<file path="config.mk">
export PLATFORM = sky130hd
export DESIGN_NAME = motor_command_sequencer
export DESIGN_NICKNAME = d
export VERILOG_FILES = /design/src/rtl/motor_pkg.sv /design/src/rtl/ramp_tick_divider.sv /design/src/rtl/motor_command_sequencer.sv
export SDC_FILE = /design/constraint.sdc
export NUM_CORES = 1
export LEC_CHECK = 0
export CAP_MARGIN = 20
export CORE_UTILIZATION = 51
export CTS_CLUSTER_SIZE = 10
export DETAILED_ROUTE_END_ITERATION = 8
export PLACE_DENSITY_LB_ADDON = 0.12
export SYNTH_ARGS = -nofsm -noshare
export SYNTH_HDL_FRONTEND = slang
export SYNTH_SLANG_ARGS = --single-unit
</file>
<file path="constraint.sdc">
create_clock -name CLOCK_50 -period 11.3 [get_ports CLOCK_50]
set_input_delay 1.13 -clock CLOCK_50 [delete_from_list [all_inputs] [get_ports CLOCK_50]]
set_output_delay 1.13 -clock CLOCK_50 [all_outputs]
set_load 0.005 [all_outputs]
</file>
<file path="src/rtl/motor_pkg.sv">
`default_nettype none
// +----------------------------------------------------------------------------+
// | Module  : motor_pkg                                                        |
// | Purpose : Shared motor-command definitions: command width, sequencer       |
// |           state encoding and the slew-limit step helper. Also imported by  |
// |           the PWM generator for CMD_W.                                     |
// | Ports   : none (package)                                                   |
// | Rev     : 1.0  initial release                                             |
// +----------------------------------------------------------------------------+
package motor_pkg;

  localparam int CMD_W = 10;

  localparam logic [CMD_W-1:0] CMD_MAX     = {CMD_W{1'b1}};
  localparam logic [CMD_W:0]   CMD_MAX_EXT = {1'b0, {CMD_W{1'b1}}};

  typedef enum logic [2:0] {
    ST_IDLE      = 3'd0,
    ST_RAMP_UP   = 3'd1,
    ST_HOLD      = 3'd2,
    ST_RAMP_DOWN = 3'd3,
    ST_FAULT     = 3'd4
  } motor_seq_state_t;

  // One slew-limited step from cur toward tgt. The step is the smaller of the
  // remaining distance and the step limit, so the result never passes tgt.
  // The sum is formed one bit wider and clamped to full scale.
  function automatic logic [CMD_W-1:0] slew_step(
    input logic [CMD_W-1:0] cur,
    input logic [CMD_W-1:0] tgt,
    input logic [CMD_W:0]   up,
    input logic [CMD_W:0]   down
  );
    logic [CMD_W:0] diff;
    logic [CMD_W:0] step;
    logic [CMD_W:0] sum;
    slew_step = cur;
    diff      = '0;
    step      = '0;
    sum       = {1'b0, cur};
    if (cur < tgt) begin
      diff      = {1'b0, tgt} - {1'b0, cur};
      step      = (diff < up) ? diff : up;
      sum       = {1'b0, cur} + step;
      slew_step = (sum > CMD_MAX_EXT) ? CMD_MAX : sum[CMD_W-1:0];
    end else if (cur > tgt) begin
      diff      = {1'b0, cur} - {1'b0, tgt};
      step      = (diff < down) ? diff : down;
      sum       = {1'b0, cur} - step;
      slew_step = sum[CMD_W-1:0];
    end
  endfunction

endpackage
`default_nettype wire

</file>
<file path="src/rtl/ramp_tick_divider.sv">
`default_nettype none
// +----------------------------------------------------------------------------+
// | Module  : ramp_tick_divider                                                |
// | Purpose : Free-running divider producing a one-cycle tick every TICK_DIV   |
// |           clocks. Counter runs 0..TICK_DIV-1; tick is high while the       |
// |           counter sits at TICK_DIV-1, so the first tick is sampled on the  |
// |           TICK_DIV-th clock edge after reset release.                      |
// | Ports   : CLOCK_50 (in)  system clock                                      |
// |           reset    (in)  synchronous, active-high                          |
// |           tick     (out) one-cycle pulse                                   |
// | Rev     : 1.0  initial release                                             |
// +----------------------------------------------------------------------------+
module ramp_tick_divider #(
  parameter int TICK_DIV = 50000
) (
  input  logic CLOCK_50,
  input  logic reset,
  output logic tick
);

  localparam int               CNT_W    = (TICK_DIV > 1) ? $clog2(TICK_DIV) : 1;
  localparam logic [CNT_W-1:0] CNT_LAST = CNT_W'(TICK_DIV - 1);

  logic [CNT_W-1:0] cnt_q;
  logic [CNT_W-1:0] cnt_d;

  always_comb begin
    cnt_d = cnt_q + CNT_W'(1);
    if (cnt_q == CNT_LAST) begin
      cnt_d = '0;
    end
  end

  always_ff @(posedge CLOCK_50) begin
    if (reset) begin
      cnt_q <= '0;
    end else begin
      cnt_q <= cnt_d;
    end
  end

  assign tick = (cnt_q == CNT_LAST);

endmodule
`default_nettype wire

</file>
<file path="src/rtl/motor_command_sequencer.sv">
`default_nettype none
// +----------------------------------------------------------------------------+
// | Module  : motor_command_sequencer                                          |
// | Purpose : Sequences the 10-bit motor duty command from the accelerometer   |
// |           filter to the PWM generator: asymmetric slew limiting, brake /   |
// |           enable override, deadband and (optionally) a stale-sample        |
// |           watchdog with a FAULT state.                                     |
// | Config  : MOTOR_SEQ_WDT_EN defined   -> watchdog and FAULT present.        |
// |           MOTOR_SEQ_WDT_EN undefined -> no watchdog, fault tied 0, the     |
// |                                         last target is held forever.       |
// | Ports   : CLOCK_50    (in)  50 MHz clock                                   |
// |           reset       (in)  synchronous, active-high                       |
// |           accel_valid (in)  filter sample valid                            |
// |           accel_cmd   (in)  filter throttle sample [CMD_W]                 |
// |           accel_ready (out) sample accepted when valid && ready            |
// |           brake       (in)  forces command to 0 next clock                 |
// |           enable      (in)  0 forces command to 0 next clock               |
// |           pwm_cmd     (out) registered duty command [CMD_W]                |
// |           ramping     (out) state is RAMP_UP or RAMP_DOWN                  |
// |           fault       (out) state is FAULT                                 |
// |           state       (out) state encoding [3]                             |
// | Rev     : 1.0  initial release                                             |
// +----------------------------------------------------------------------------+
module motor_command_sequencer
  import motor_pkg::*;
#(
  parameter int STEP_UP   = 4,
  parameter int STEP_DOWN = 16,
  parameter int TICK_DIV  = 50000,
  parameter int DEADBAND  = 8,
  parameter int WDT_TICKS = 100
) (
  input  logic             CLOCK_50,
  input  logic             reset,
  input  logic             accel_valid,
  input  logic [CMD_W-1:0] accel_cmd,
  output logic             accel_ready,
  input  logic             brake,
  input  logic             enable,
  output logic [CMD_W-1:0] pwm_cmd,
  output logic             ramping,
  output logic             fault,
  output logic [2:0]       state
);

  localparam logic [CMD_W:0]   STEP_UP_C   = (CMD_W+1)'(STEP_UP);
  localparam logic [CMD_W:0]   STEP_DOWN_C = (CMD_W+1)'(STEP_DOWN);
  localparam logic [CMD_W-1:0] DEADBAND_C  = CMD_W'(DEADBAND);

  logic             tick;
  logic             accept;
  logic             override;
  logic             wdt_expire;
  logic [CMD_W-1:0] eff_target;

  logic [CMD_W-1:0] target_q, target_d;
  logic [CMD_W-1:0] pwm_q,    pwm_d;
  motor_seq_state_t state_q,  state_d;
  logic             ramping_q, ramping_d;

  ramp_tick_divider #(
    .TICK_DIV (TICK_DIV)
  ) u_tick (
    .CLOCK_50 (CLOCK_50),
    .reset    (reset),
    .tick     (tick)
  );

  assign accept     = accel_valid && accel_ready;
  assign override   = brake || !enable;
  // The latched target survives an override; only the effective value drops.
  assign eff_target = override ? '0 : target_q;

`ifdef MOTOR_SEQ_WDT_EN
  localparam int               WDT_W    = (WDT_TICKS > 1) ? $clog2(WDT_TICKS) : 1;
  localparam logic [WDT_W-1:0] WDT_LAST = WDT_W'(WDT_TICKS - 1);

  logic [WDT_W-1:0] wdt_q, wdt_d;
  logic             fault_q;

  // An accepted sample takes priority over an expiry on the same tick.
  always_comb begin
    wdt_d      = wdt_q;
    wdt_expire = 1'b0;
    if (!enable || (state_q == ST_FAULT) || accept) begin
      wdt_d = '0;
    end else if (tick) begin
      if (wdt_q == WDT_LAST) begin
        wdt_expire = 1'b1;
        wdt_d      = '0;
      end else begin
        wdt_d = wdt_q + WDT_W'(1);
      end
    end
  end

  always_ff @(posedge CLOCK_50) begin
    if (reset) begin
      wdt_q   <= '0;
      fault_q <= 1'b0;
    end else begin
      wdt_q   <= wdt_d;
      fault_q <= (state_d == ST_FAULT);
    end
  end

  assign accel_ready = !reset && (state_q != ST_FAULT);
  assign fault       = fault_q;
`else
  assign wdt_expire  = 1'b0;
  assign accel_ready = !reset;
  assign fault       = 1'b0;
`endif

  // Next command and state. The state decision looks at the command value
  // being registered this cycle so state and pwm_cmd change together.
  always_comb begin
    target_d = target_q;
    pwm_d    = pwm_q;
    state_d  = state_q;

    if (accept) begin
      target_d = (accel_cmd < DEADBAND_C) ? '0 : accel_cmd;
    end

    if (state_q == ST_FAULT) begin
      target_d = '0;
      pwm_d    = '0;
      state_d  = enable ? ST_FAULT : ST_IDLE;
    end else if (wdt_expire) begin
      target_d = '0;
      pwm_d    = '0;
      state_d  = ST_FAULT;
    end else begin
      if (override) begin
        pwm_d = '0;
      end else if (tick) begin
        pwm_d = slew_step(pwm_q, eff_target, STEP_UP_C, STEP_DOWN_C);
      end

      if ((pwm_d == '0) && (eff_target == '0)) begin
        state_d = ST_IDLE;
      end else if (pwm_d < eff_target) begin
        state_d = ST_RAMP_UP;
      end else if (pwm_d > eff_target) begin
        state_d = ST_RAMP_DOWN;
      end else begin
        state_d = ST_HOLD;
      end
    end

    ramping_d = (state_d == ST_RAMP_UP) || (state_d == ST_RAMP_DOWN);
  end

  always_ff @(posedge CLOCK_50) begin
    if (reset) begin
      target_q  <= '0;
      pwm_q     <= '0;
      state_q   <= ST_IDLE;
      ramping_q <= 1'b0;
    end else begin
      target_q  <= target_d;
      pwm_q     <= pwm_d;
      state_q   <= state_d;
      ramping_q <= ramping_d;
    end
  end

  assign pwm_cmd = pwm_q;
  assign ramping = ramping_q;
  assign state   = state_q;

endmodule
`default_nettype wire

</file>
; ---- Word-level counts from Yosys, hierarchy flattened
; Cells that the tools add are included.
[op_classes]
n_lt_le_gt_ge = 8
muxes = 15
n_reduce_logical = 10
n_addsub = 5
eq_ne = 4
[op_table]
columns = operator, n
row1 = 10-bit two-way mux, 9
row2 = 10-bit by 10-bit subtractor with 11-bit output, 2
row3 = 10-bit greater-than comparator, 2
row4 = 10-bit logical NOT, 2
row5 = 10-bit < comparator, 2
row6 = 16-bit by 1-bit adder with 16-bit output (second input constant), 1
row7 = 16-bit == test (second input constant), 1
row8 = 10-bit by 11-bit adder with 11-bit output, 1
row9 = 11-bit by 10-bit greater-than comparator with 1-bit output (second input constant), 1
row10 = 11-bit by 3-bit < comparator with 1-bit output (second input constant), 1
row11 = 11-bit by 5-bit < comparator with 1-bit output (second input constant), 1
row12 = 11-bit two-way mux, 1
row13 = 10-bit by 4-bit < comparator with 1-bit output (second input constant), 1
row14 = 10-bit subtractor, 1
row15 = 3-bit two-way mux, 2
row16 = 2-bit two-way mux, 2
row17 = 2-bit OR reduction, 2
row18 = 3-bit by 1-bit == test with 1-bit output (second input constant), 1
row19 = 3-bit by 2-bit == test with 1-bit output (second input constant), 1
row20 = 3-bit == test (second input constant), 1
row21 = 1-bit logical AND, 2
row22 = 1-bit logical NOT, 2
row23 = 1-bit logical OR, 2
row24 = 1-bit two-way mux, 1
[totals]
in_bits = 15
register_bits = 40
word_cells = 47
output_inout_bits = 16

; ---- Depth between registers and ports, before layout
[depth]
depth_word = 20
ltp_mapped = 33
ltp_nobuf = 31

; ---- By module
; Synthesis repeated with hierarchy kept, for this count alone.
[unflattened]
cells_unflattened = 553
area_unflattened_um2 = 4271.6
[modules_own_cells]
columns = module, cells_each, area_each_um2, seq_area_each_um2, n_inst
row1 = motor_command_sequencer, 472, 3560.9, 480.5, 1
row2 = ramp_tick_divider, 81, 710.7, 320.3, 1

; ---- Least setup slack after synthesis
; OpenSTA, ideal clock, no wires.
[synth_path]
kind = input-to-reg
start = in enable
end = reg ramping_q, in the netlist ramping
setup_slack_ns = 3.841
path_buffers = 2
arrival_time_ns = 7.324
required_time_ns = 11.165
stages = 30
setup_time_ns = 0.135
path_cell_list = nor2b_1 -> clkdlybuf4s50_2 -> buf_6 -> nand2_1 -> inv_1 -> fa_1 -> xnor2_1 -> o221ai_1 -> or4_1 -> or4_4 -> a2111oi_4 -> inv_1 -> ha_1 -> a211oi_1 -> o21bai_1 -> o2111ai_1 -> nand3_2 -> o221ai_1 -> a21oi_1 -> ha_1 -> nor2b_1 -> o21a_1 -> o21a_1 -> o21a_1 -> o21ai_0 -> nand2b_1 -> a21oi_1 -> o21a_1 -> o41ai_1 -> a21oi_1
[synth_between]
elab_chain_cells = 20
[synth_rtl]
columns = item, line
row1 = from (decl), motor_command_sequencer.sv:39  ; input logic enable,
row2 = 1-bit logical NOT, motor_command_sequencer.sv:70  ; assign override = brake || !enable;
row3 = 1-bit logical OR, motor_command_sequencer.sv:70
row4 = 10-bit two-way mux, motor_command_sequencer.sv:72  ; assign eff_target = override ? '0 : target_q;
row5 = 10-bit by 10-bit subtractor with 11-bit output, motor_pkg.sv:42  ; diff = {1'b0, tgt} - {1'b0, cur};
row6 = 11-bit by 3-bit < comparator with 1-bit output, motor_pkg.sv:43  ; step = (diff < up) ? diff : up;
row7 = 11-bit two-way mux, motor_pkg.sv:43
row8 = 10-bit by 11-bit adder with 11-bit output, motor_pkg.sv:44  ; sum = {1'b0, cur} + step;
row9 = 11-bit by 10-bit greater-than comparator with 1-bit output, motor_pkg.sv:45  ; slew_step = (sum > CMD_MAX_EXT) ? CMD_MAX : sum[CMD_W-1:0];
row10 = (+4 left out), --
row11 = 10-bit two-way mux, motor_command_sequencer.sv:126  ; if (state_q == ST_FAULT) begin
row12 = 10-bit greater-than comparator, motor_command_sequencer.sv:145  ; end else if (pwm_d > eff_target) begin
row13 = 1-bit two-way mux, motor_command_sequencer.sv:145
row14 = 2-bit two-way mux, motor_command_sequencer.sv:143  ; end else if (pwm_d < eff_target) begin
row15 = 2-bit two-way mux, motor_command_sequencer.sv:141  ; if ((pwm_d == '0) && (eff_target == '0)) begin
row16 = 3-bit two-way mux (*), motor_command_sequencer.sv:126
row17 = 3-bit by 1-bit == test with 1-bit output or 3-bit by 2-bit == test with 1-bit output (tied branches), motor_command_sequencer.sv:152  ; ramping_d = (state_d == ST_RAMP_UP) || (state_d == ST_RAMP_DOWN);
row18 = 1-bit logical OR (*), motor_command_sequencer.sv:152
row19 = to (signal assigned), motor_command_sequencer.sv:165  ; ramping_q <= ramping_d;
row20 = to (decl), motor_command_sequencer.sv:59  ; logic ramping_q, ramping_d;
; Mark *: on every way between the ends. The rest lies on a longest branch, timed or not. The select of a mux whose other input is x is not followed.
; A chain may end at the register's enable or synchronous reset.

; ---- Final worst setup path
[layout_path]
start = in enable
end = reg state_q[0], in the netlist state[0]
[layout_between]
elab_chain_cells = 18
[layout_rtl]
columns = item, line
row1 = 1-bit logical NOT (*), motor_command_sequencer.sv:70
row2 = 1-bit logical OR (*), motor_command_sequencer.sv:70
row3 = 10-bit two-way mux, motor_command_sequencer.sv:72
row4 = 10-bit by 10-bit subtractor with 11-bit output, motor_pkg.sv:42
row5 = 11-bit by 3-bit < comparator with 1-bit output, motor_pkg.sv:43
row6 = 11-bit two-way mux, motor_pkg.sv:43
row7 = 10-bit by 11-bit adder with 11-bit output, motor_pkg.sv:44
row8 = 11-bit by 10-bit greater-than comparator with 1-bit output, motor_pkg.sv:45
row9 = (+2 left out), --
row10 = 10-bit two-way mux, motor_command_sequencer.sv:137  ; end else if (tick) begin
row11 = 10-bit two-way mux, motor_command_sequencer.sv:135  ; if (override) begin
row12 = 10-bit two-way mux, motor_command_sequencer.sv:126
row13 = 10-bit greater-than comparator, motor_command_sequencer.sv:145
row14 = 1-bit two-way mux, motor_command_sequencer.sv:145
row15 = 2-bit two-way mux, motor_command_sequencer.sv:143
row16 = 2-bit two-way mux (*), motor_command_sequencer.sv:141
row17 = 3-bit two-way mux (*), motor_command_sequencer.sv:126
row18 = to (signal assigned), motor_command_sequencer.sv:164  ; state_q <= state_d;
row19 = to (decl), motor_command_sequencer.sv:58  ; motor_seq_state_t state_q, state_d;
; Marks and branches as above.

==> results_dict.tcl <==
set metrics [dict create \
    status "finished clean" \
    r2r-start "pwm_cmd[1]" \
    clk_path_buf_depth 2 \
    synth_common_cells "nand2_1, a21oi_1, nor2_1" \
    critPathLaunch "enable" \
    hold_viol_final 0 \
    finalSetupTns_ps 0 \
    rsz0062_at_grt "no" \
    cts_root_buf "clkbuf_8" \
    finClkSkew_ps 8.53 \
    synth_edf_count 0 \
    cts_hold_buf 0 \
    grt_usage 0.296 \
    gp_congestion 1.04 \
    pwr-share-clk 0.277 \
    critPathRequiredTime_ps 11470 \
    dp_cells 676 \
    leakagePower_nw 2.05 \
    core_sq_um 7850 \
    start_util 0.536 \
    drt_iter0_drc 306 \
    cts-buffers-inserted 5 \
    portBuffers 29 \
    slowest_delay_ps 640 \
    startpoint_type "input port" \
    syn_to_final_growth_pct 10.7 \
    hold_class "reg -> reg" \
    cts_tree "done" \
    first_global_vias 3886 \
    end_kind "flip-flop" \
    seqPwrFrac 0.430 \
    rr_worst_depth 26 \
    grt_use_met1 0.427 \
    synth_area_per_cell_sq_um 7.67 \
    ioPinCount 31 \
    grt_start_max_net_pins 18 \
    ys_top_cells_by_area "dfxtp_1, ha_1, a21oi_1" \
    use_met3 0.0460 \
    synth_area_sq_um 4200 \
    fp-row-count 32 \
    drive_gt1_frac 0.0567 \
    synth-async-reset-ratio 0 \
    finalWirelength_microns 12400 \
    synth-seq-cells 40 \
    internal_power_mw 0.228 \
    synth_top_cell_by_area "dfxtp_1" \
    relSlewSlack 0.390 \
    num_vias 4260 \
    slowest_stage "a2111oi_4" \
    r2r-end "state[0]" \
    finalSetupViolCount 0 \
    die_area_sq_um 8610 \
    cts.clk_slew.worst_paths_ps 80 \
    globalRouteOverflowTotal 0 \
    synthDistinctLibCells 74 \
    cts_htree_levels 2 \
    finalCritPeriodShare 0.715 \
    fin_nets 649 \
    power_density_nw_per_um2 73.5 \
    yosysMostFrequentCell "nand2_1" \
    post_cts_buffers 0 \
    final_cell_area_sq_um 4650 \
    yosysWarnings 0 \
    period_needed_ps 8080 \
    viasPerCell 6.23 \
    synth_seq_area_share 0.191 \
    yosys_most_used_dff "dfxtp_1" \
    dr.pass1.iters 4 \
    synth.top_cell.area_share 0.191 \
    fmax_mhz 124 \
    dp_hpwl_microns 9910 \
    p_sw_mw 0.114 \
    worstSetupPathType "in -> reg" \
    wire_per_inst_microns 18.1 \
    clock-sinks 40 \
    die_h_microns 92.8 \
    comb_power_share 0.293 \
    antenna_found_initial 0 \
    die_x_microns 92.8 \
    placed_area_sq_um 4570 \
    drtAntennaViolNets 0 \
    stdcell_count 684 \
    crit_path_end "state[0]" \
    power_mw 0.342 \
    antennaDiodeCount 0 \
    ir_drop_uv 68.4 \
    worst_pin_slew_ps 909 \
    synth_cells 548 \
    swShare 0.333 \
    ff2ff_setup_slack_ps 4310 \
    use_met2 0.451 \
    crit_arrival_ps 8250 \
    max_cap_violations 0 \
    grt_pass1_wl_microns 20000 \
    crit_fanout 16 \
    grt_busiest_layer "met2" \
    clock_latency_ps 290 \
    maxSlewViolCount 0 \
    cts_resized 0 \
    drcViolationCount 0 \
]
## cell families (layout without fill, tap and decap cells)
| logic type | after synthesis | after routing | share of synthesized area |
|---|---|---|---|
| AO/OA/AOI/OAI | 153 | 153 | 0.254 |
| XOR/XNOR | 30 | 30 | 0.0625 |
| adder cells (fa/ha/maj) | 53 | 53 | 0.165 |
| buffers and inverters | 47 | 71 | 0.0551 |
| flip-flops | 40 | 40 | 0.191 |
| multiplexers | 4 | 4 | 0.00982 |
| other | 2 | 12 | 0.00179 |
| AND/OR/NAND/NOR | 219 | 219 | 0.261 |
## worst min-delay path by stage
stage                         start         endpoint  slack (ps)  depth (start not counted)
global route        u_tick.cnt_q[0]  u_tick.cnt_q[0]         470                          1
global placement    u_tick.cnt_q[0]  u_tick.cnt_q[0]         430                          1
floorplan           u_tick.cnt_q[0]  u_tick.cnt_q[0]         420                          1
detailed placement  u_tick.cnt_q[0]  u_tick.cnt_q[0]         440                          1
finish              u_tick.cnt_q[0]  u_tick.cnt_q[0]         450                          1
CTS                 u_tick.cnt_q[0]  u_tick.cnt_q[0]         460                          1
## power groups by stage
stage | clock network (mW) | logic, mW | registers [mW]
final | 0.0948 | 0.100 | 0.147
after global routing | 0.103 | 0.109 | 0.147
after CTS | 0.0959 | 0.0979 | 0.147
after detailed placement | 0 | 0.0974 | 0.150
after global placement | 0 | 0.0973 | 0.150
after floorplan | 0 | 0.0712 | 0.149
## metrics by stage
step	setup WS, ps	util	hold slack (ps)
5_1_grt	2660	0.593	473
4_1_cts	3330	0.593	457
6_report	3220	0.593	454
3_3_place_gp	3180	0.581	431
3_5_place_dp	3030	0.582	438
2_1_floorplan	3840	-	418
## per-layer routing
layer | share of wire | routed length [microns] | up-vias
met2 | 0.43 | 5340 | 183
li1 | - | - | 2056
met5 | 0 | 0 | -
met1 | 0.47 | 5850 | 1995
met4 | 0.027 | 338 | 0
met3 | 0.068 | 847 | 26
## cell usage in the layout, fill, tap and decap left out, types with 3 or more instances in the layout
cell type and count:
a211o_1 3, a211oi_1 13, a21o_1 11, a21o_2 4
a21oi_1 53, and2_1 6, and2_2 3, and3_1 8
buf_4 3, clkbuf_8 5, clkdlybuf4s50_1 29, conb_1 12
dfxtp_1 40, fa_1 4, ha_1 49, inv_1 31
mux2i_1 3, nand2_1 63, nand2b_1 7, nand3_1 21
nand4_1 6, nor2_1 53, nor2b_1 6, nor3_1 13
nor3b_1 3, nor4_1 6, o211ai_1 6, o21a_1 7
o21ai_0 15, o21bai_1 4, o221ai_1 7, or3_1 5
or4_1 3, xnor2_1 14, xor2_1 16
## flip-flops by register name, indices dropped and copies added, names as in the netlist
signal and cells:
state 3, ramping 1, target_q 10, pwm_cmd 10, u_tick.cnt_q 16
## area by class of cell
type                    count  area [sq um]
repair buffers             32           313
fillers                   769          3190
multi-input cells         471          3210
well taps                 102           128
clock inverters             3          18.8
flip-flops and latches     40           801
clock buffers               5          68.8
inverters                  31           116
## critical path, delay by kind of cell
kind                     cells  cell delay [ps]
AO/OA/AOI/OAI               15             3250
adder cells (fa/ha/maj)      3             1060
buffers and inverters        4              940
AND/OR/NAND/NOR              8             1840
Power figures use the tool's default switching activity.
